`src/rtl/fpu_ctrl_pkg.sv`:
```
// Shared types, constants and op classification for the FPU sequencing controller.
package fpu_ctrl_pkg;

    typedef enum logic [1:0] {IDLE, EXEC, DONE} fpu_state_e;
    typedef enum logic [1:0] {CLS_NONE, CLS_FIXED, CLS_ITER} fpu_cls_e;

    // Rounding-mode encodings; DYN selects the frm CSR.
    localparam logic [2:0] RNE = 3'b000;
    localparam logic [2:0] RTZ = 3'b001;
    localparam logic [2:0] RDN = 3'b010;
    localparam logic [2:0] RUP = 3'b011;
    localparam logic [2:0] RMM = 3'b100;
    localparam logic [2:0] DYN = 3'b111;

    localparam logic [31:0] CANON_NAN = 32'h7FC00000;

    // FP ALU function codes, kept in step with the ALU_F* defines in sys_defs.vh.
    localparam logic [4:0] ALU_FCVTSW  = 5'h10;
    localparam logic [4:0] ALU_FCVTSWU = 5'h11;
    localparam logic [4:0] ALU_FCVTWS  = 5'h12;
    localparam logic [4:0] ALU_FCVTWUS = 5'h13;
    localparam logic [4:0] ALU_FSGNJ   = 5'h14;
    localparam logic [4:0] ALU_FSGNJN  = 5'h15;
    localparam logic [4:0] ALU_FSGNJX  = 5'h16;
    localparam logic [4:0] ALU_FEQ     = 5'h17;
    localparam logic [4:0] ALU_FLT     = 5'h18;
    localparam logic [4:0] ALU_FLE     = 5'h19;
    localparam logic [4:0] ALU_FDIV    = 5'h1A;
    localparam logic [4:0] ALU_FSQRT   = 5'h1B;

    // Conversions, sign-injects and compares finish in a fixed number of
    // cycles; divide and square root use the unit's done handshake.
    function automatic fpu_cls_e fpu_op_class(input logic [4:0] func);
        fpu_cls_e cls;
        case (func)
            ALU_FCVTSW, ALU_FCVTSWU, ALU_FCVTWS, ALU_FCVTWUS,
            ALU_FSGNJ, ALU_FSGNJN, ALU_FSGNJX,
            ALU_FEQ, ALU_FLT, ALU_FLE:  cls = CLS_FIXED;
            ALU_FDIV, ALU_FSQRT:        cls = CLS_ITER;
            default:                    cls = CLS_NONE;
        endcase
        return cls;
    endfunction

endpackage

```
`src/rtl/fpu_rm_resolve.sv`:
```
// Rounding-mode resolution: dynamic mode pulls from frm; reserved encodings flagged.
module fpu_rm_resolve
    import fpu_ctrl_pkg::*;
(
    input  logic [2:0] i_instr_rm,
    input  logic [2:0] i_csr_frm,
    output logic [2:0] o_rm,
    output logic       o_illegal
);

    logic [2:0] w_rm;

    // Pick the effective mode, then flag 101/110/111 as unusable.
    always_comb begin
        w_rm      = (i_instr_rm == DYN) ? i_csr_frm : i_instr_rm;
        o_rm      = w_rm;
        o_illegal = (w_rm == 3'b101) || (w_rm == 3'b110) || (w_rm == 3'b111);
    end

endmodule

```
`src/rtl/fpu_ctrl.sv`:
```
// Sequences one FP op at a time from ID/EX through the FPU and presents its result.
module fpu_ctrl
    import fpu_ctrl_pkg::*;
#(
    parameter int LAT_CVT      = 1,
    parameter int ITER_TIMEOUT = 64
) (
    input  logic        clk,
    input  logic        rst,
    input  logic        issue_valid,
    input  logic [4:0]  ID_EX_alu_func,
    input  logic [31:0] opa,
    input  logic [31:0] opb,
    input  logic [2:0]  instr_rm,
    input  logic [2:0]  csr_frm,
    input  logic        flush,
    output logic [31:0] unit_opa,
    output logic [31:0] unit_opb,
    output logic [4:0]  unit_func,
    output logic [2:0]  unit_rm,
    output logic        unit_start,
    output logic        unit_kill,
    input  logic        unit_done,
    input  logic [31:0] unit_res,
    output logic        busy,
    output logic        res_valid,
    output logic [31:0] res,
    output logic        rm_illegal,
    output logic        timeout
);

    localparam logic [7:0] LAT_LAST = 8'(LAT_CVT - 1);
    localparam logic [7:0] TO_LAST  = 8'(ITER_TIMEOUT - 1);

    fpu_state_e  r_state, w_state_nxt;
    fpu_cls_e    r_cls, w_cls;
    logic [7:0]  r_cnt;
    logic [31:0] r_opa, r_opb, r_res;
    logic [4:0]  r_func;
    logic [2:0]  r_rm, w_rm_res;
    logic        r_rm_illegal, r_timeout;
    logic        w_rm_bad;
    logic        w_accept, w_capture, w_expire;
    logic        w_busy, w_start, w_kill, w_res_valid;

    assign w_cls = fpu_op_class(ID_EX_alu_func);

    fpu_rm_resolve u_rm (
        .i_instr_rm (instr_rm),
        .i_csr_frm  (csr_frm),
        .o_rm       (w_rm_res),
        .o_illegal  (w_rm_bad)
    );

    // Next state and per-cycle controls; flush outranks done and timeout.
    always_comb begin
        w_state_nxt = r_state;
        w_accept    = 1'b0;
        w_capture   = 1'b0;
        w_expire    = 1'b0;
        w_busy      = 1'b0;
        w_start     = 1'b0;
        w_kill      = 1'b0;
        w_res_valid = 1'b0;
        case (r_state)
            IDLE: begin
                w_busy = issue_valid && (w_cls != CLS_NONE);
                if (w_busy && !flush) begin
                    w_accept    = 1'b1;
                    w_state_nxt = w_rm_bad ? DONE : EXEC;
                end
            end
            EXEC: begin
                w_busy  = 1'b1;
                w_start = (r_cnt == 8'd0);
                if (flush) begin
                    w_kill      = (r_cls == CLS_ITER);
                    w_state_nxt = IDLE;
                end else if (r_cls == CLS_ITER) begin
                    if (unit_done) begin
                        w_capture   = 1'b1;
                        w_state_nxt = DONE;
                    end else if (r_cnt == TO_LAST) begin
                        w_expire    = 1'b1;
                        w_kill      = 1'b1;
                        w_state_nxt = DONE;
                    end
                end else if (r_cnt == LAT_LAST) begin
                    w_capture   = 1'b1;
                    w_state_nxt = DONE;
                end
            end
            DONE: begin
                w_res_valid = !flush;
                w_state_nxt = IDLE;
            end
            default: w_state_nxt = IDLE;
        endcase
    end

    // State register.
    always_ff @(posedge clk) begin
        if (rst) r_state <= IDLE;
        else     r_state <= w_state_nxt;
    end

    // Operand/function latches, EXEC counter and result/status capture.
    always_ff @(posedge clk) begin
        if (rst) begin
            r_opa        <= '0;
            r_opb        <= '0;
            r_func       <= '0;
            r_rm         <= '0;
            r_cls        <= CLS_NONE;
            r_cnt        <= '0;
            r_res        <= '0;
            r_rm_illegal <= 1'b0;
            r_timeout    <= 1'b0;
        end else begin
            if (w_accept) begin
                r_opa        <= opa;
                r_opb        <= opb;
                r_func       <= ID_EX_alu_func;
                r_rm         <= w_rm_res;
                r_cls        <= w_cls;
                r_cnt        <= '0;
                r_res        <= '0;
                r_rm_illegal <= w_rm_bad;
                r_timeout    <= 1'b0;
            end else if (r_state == EXEC) begin
                r_cnt <= r_cnt + 8'd1;
            end
            if (w_capture) r_res <= unit_res;
            if (w_expire) begin
                r_res     <= CANON_NAN;
                r_timeout <= 1'b1;
            end
        end
    end

    assign unit_opa   = r_opa;
    assign unit_opb   = r_opb;
    assign unit_func  = r_func;
    assign unit_rm    = r_rm;
    assign unit_start = w_start;
    assign unit_kill  = w_kill;
    assign busy       = w_busy;
    assign res_valid  = w_res_valid;
    assign res        = r_res;
    assign rm_illegal = r_rm_illegal;
    assign timeout    = r_timeout;

endmodule

```
`config.mk`:
```
export PLATFORM = sky130hd
export DESIGN_NAME = fpu_ctrl
export DESIGN_NICKNAME = d
export VERILOG_FILES = /design/src/rtl/fpu_ctrl_pkg.sv /design/src/rtl/fpu_rm_resolve.sv /design/src/rtl/fpu_ctrl.sv
export SDC_FILE = /design/constraint.sdc
export NUM_CORES = 1
export LEC_CHECK = 0
export CAP_MARGIN = 15
export CORE_MARGIN = 2
export CORE_UTILIZATION = 44
export CTS_CLUSTER_DIAMETER = 200
export DETAILED_ROUTE_END_ITERATION = 10
export PLACE_DENSITY = 0.86
export SLEW_MARGIN = 15
export SYNTH_ARGS = -nofsm -noshare
export SYNTH_HDL_FRONTEND = slang
export SYNTH_SLANG_ARGS = --single-unit
```
`constraint.sdc`:
```
create_clock -name clk -period 4.68 [get_ports clk]
set_clock_uncertainty 0.1 [all_clocks]
set_input_delay 0.468 -clock clk [delete_from_list [all_inputs] [get_ports clk]]
set_output_delay 0.468 -clock clk [all_outputs]
set_load 0.02 [all_outputs]
```
==> flow_metrics.env <==
export IMPL_grt_max_degree=97
export IMPL_synth_area_per_cell_sq_um=8.27
export IMPL_crit_fanout=10
export IMPL_vias=4865
export IMPL_first_pass_iters=5
export IMPL_synth_seq_cells=118
export IMPL_startpoint="r_state[0]"
export IMPL_post_drt_via_cell_ratio=5.36
export IMPL_crit_family="simple AND/OR/NAND/NOR gates"
export IMPL_synth_area_leaders="dfxtp_1 51%, nand2_1 12%, a21oi_1 11%, o211ai_1 4.2%, nand3_1 3.8%"
export IMPL_place_inst=875
export IMPL_cts_made_buffers=17
export IMPL_finalHoldViolCount=0
export IMPL_wirelength_um=14400
export IMPL_cts_tree="built"
export IMPL_setup_viol=0
export IMPL_async_flop_share=0
export IMPL_slew_violations=0
export IMPL_critical_path_arrival_ns=2.52
export IMPL_r2r_end="unit_opb[28]"
export IMPL_antenna_found_initial=0
export IMPL_overflow=0
export IMPL_grt_pass1_vias=4629
export IMPL_yosys_area_share_adder=0.00538
export IMPL_start_util=0.452
export IMPL_period_share=0.660
export IMPL_crit_chain="nor2b_1 > and4_1 > clkdlybuf4s50_1"
export IMPL_clock_latency_ns=0.52
export IMPL_die_w_um=107
export IMPL_path_buf_inv=1
export IMPL_ff2ff_path_depth=5
export IMPL_clk_pin_slew_ns=0.06
export IMPL_holdCritPathClass="flip-flop to flip-flop"
export IMPL_post_cts_setup_buffers=0
export IMPL_pin_count=222
export IMPL_rsz0062_at_grt="no"
export IMPL_cp_slowest_cell="nor2b_1"
export IMPL_final_cell_count_no_fill=907
export IMPL_layout_drive_gt1_share=0.0674
export IMPL_yosys_area_share_simple=0.223
export IMPL_synth_nets=676
export IMPL_final_common_cell="clkdlybuf4s50_1"
export IMPL_synth_area_leader_cell="dfxtp_1"
export IMPL_syn_cell_area_sq_mm=0.00465
export IMPL_htreeDepth=4
export IMPL_cts_resized=0
export IMPL_layout_common_cells="220 x clkdlybuf4s50_1, 149 x nand2_1, 118 x dfxtp_1, 102 x a21oi_1, 35 x nand3_1"
export IMPL_timing_setup_tns_ns=0
export IMPL_critPathLaunchType="flip-flop"
export IMPL_die_area_sq_mm=0.0114
export IMPL_ant_nets=0
export IMPL_worstSetupEndpoint="unit_start"
export IMPL_max_stage_delay_ns=0.64
export IMPL_synth_edf_count=0
export IMPL_drt_iter0_markers=271
export IMPL_place_hpwl_um=9670
export IMPL_period_needed_ns=3.09
export IMPL_ys_dominant_reg_cell="dfxtp_1"
export IMPL_outcome="completed"
export IMPL_drt_wirelength_per_cell_um=15.9
export IMPL_cts_max_path_buffers=2
export IMPL_track_usage=0.253
export IMPL_synth_xor_area_frac=0.0132
export IMPL_max_freq_mhz=324
export IMPL_insertedDiodeCount=0
export IMPL_slew_headroom=0.344
export IMPL_grt_pass1_wl_um=22800
export IMPL_synthMuxAreaShare=0
export IMPL_maxCapViolations=0
export IMPL_drcViolationCount=0
export IMPL_yosysUniqueCellTypes=39
export IMPL_critPathCaptureType="primary output"
export IMPL_cp_depth=3
export IMPL_synthCells=562
export IMPL_synth_compound_area_frac=0.200
export IMPL_crit_required_ns=4.11
export IMPL_synth_warnings=0
export IMPL_cts_hold_fix_buffers=0
export IMPL_path_class="flip-flop to primary output"
export IMPL_cts_root_buffer="clkbuf_8"
export IMPL_cts_sinks=118
export IMPL_rr_startpoint="r_state[1]"
export IMPL_syn2layout_area_growth_pct=62.0
export IMPL_yosysSeqAreaShare=0.508
export IMPL_synth_top_cell_area_share=0.508
export IMPL_worst_pin_slew_ns=0.984
export IMPL_portBuffers=221
export IMPL_coreArea_sq_mm=0.0103
export IMPL_r2r_slack_ns=2.10
export IMPL_ir_drop_v=0.000207
export IMPL_die_h_um=107
export IMPL_pwr_density_cell_mw_per_mm2=366
export IMPL_nets=872
export IMPL_synth_top_family_by_area="simple AND/OR/NAND/NOR gates"
export IMPL_cellLeakagePower_uw=0.00253
export IMPL_rows=37
export IMPL_gp_congestion=0.779
## Yosys cell counts, types with 6 or more instances
master	instances
nand2_1	149
dfxtp_1	118
a21oi_1	102
nand3_1	35
o211ai_1	26
clkbuf_1	25
buf_2	20
a31oi_1	11
nor3_1	11
nor2_1	7
o211ai_2	7
nand4_1	6
## tightest hold or removal path, delay by kind of cell (launching register included)
family	cells	cell delay, ns
DFF	1	0.31
AOI/OAI and AO/OA	1	0.05
and+or+nand+nor	1	0.05
## power breakdown
group	leakage (uW)	switching, uW	internal (uW)
clock network	0.000322	480	992
logic	0.00125	113	135
registers	0.000954	11.9	1030
total	0.00253	605	2150
## kinds of logic (layout without fill, tap and decap cells)
family,after synthesis,after routing
simple gates,230,230
xor+xnor,7,7
fa+ha+maj,2,2
buf+inv,51,260
compound gates,154,154
flops,118,118
## flip-flops by register name, summed over array words and instances, names as in the netlist
name and count:
r_state 2, unit_opa 32, rm_illegal 1, unit_rm 3, unit_func 5, timeout 1
r_cls 2, r_cnt 8, res 32, unit_opb 32
## cell type report
type / instances / area, sq um
clock buffer: 18 / 428
clock inverter: 14 / 248
fill: 777 / 2750
inverter: 2 / 7.51
multi-input combinational: 393 / 2070
sequential: 118 / 2360
tap: 136 / 170
timing repair buffer: 226 / 2250
## worst min path at each step
stage / from / to / slack [ns] / depth (start not counted)
2_1_floorplan: r_cls[1] / r_cls[1] / 0.36 / 2
3_3_place_gp: unit_opb[26] / unit_opb[26] / 0.34 / 2
3_5_place_dp: unit_opa[24] / unit_opa[24] / 0.35 / 2
4_1_cts: unit_opa[24] / unit_opa[24] / 0.35 / 2
5_1_grt: unit_opb[3] / unit_opb[3] / 0.37 / 2
6_report: unit_opa[11] / unit_opa[11] / 0.36 / 2
## through the flow
step | power [uW] | utilization | area [sq um] | worst slack [ns] | hold WS, ns
after global placement | 1300 | 0.667 | 6850 | 1.62 | 0.341
final | 2760 | 0.733 | 7530 | 1.59 | 0.355
after detailed placement | 1310 | 0.667 | 6850 | 1.52 | 0.346
after CTS | 2780 | 0.733 | 7530 | 1.63 | 0.354
after global routing | 2850 | 0.733 | 7530 | 1.45 | 0.369
after floorplan | 1150 | - | 4650 | 2.98 | 0.358
## routing by layer
| layer | routed length, um | GRT usage | up-vias |
|---|---|---|---|
| met5 | 0 | 0 | - |
| met4 | 310 | 0.0909 | 0 |
| met3 | 1360 | 0.0979 | 26 |
| met2 | 7200 | 0.426 | 221 |
| met1 | 5540 | 0.292 | 2279 |
| li1 | - | - | 2339 |
Note: power is estimated with default switching activity, not from simulation.
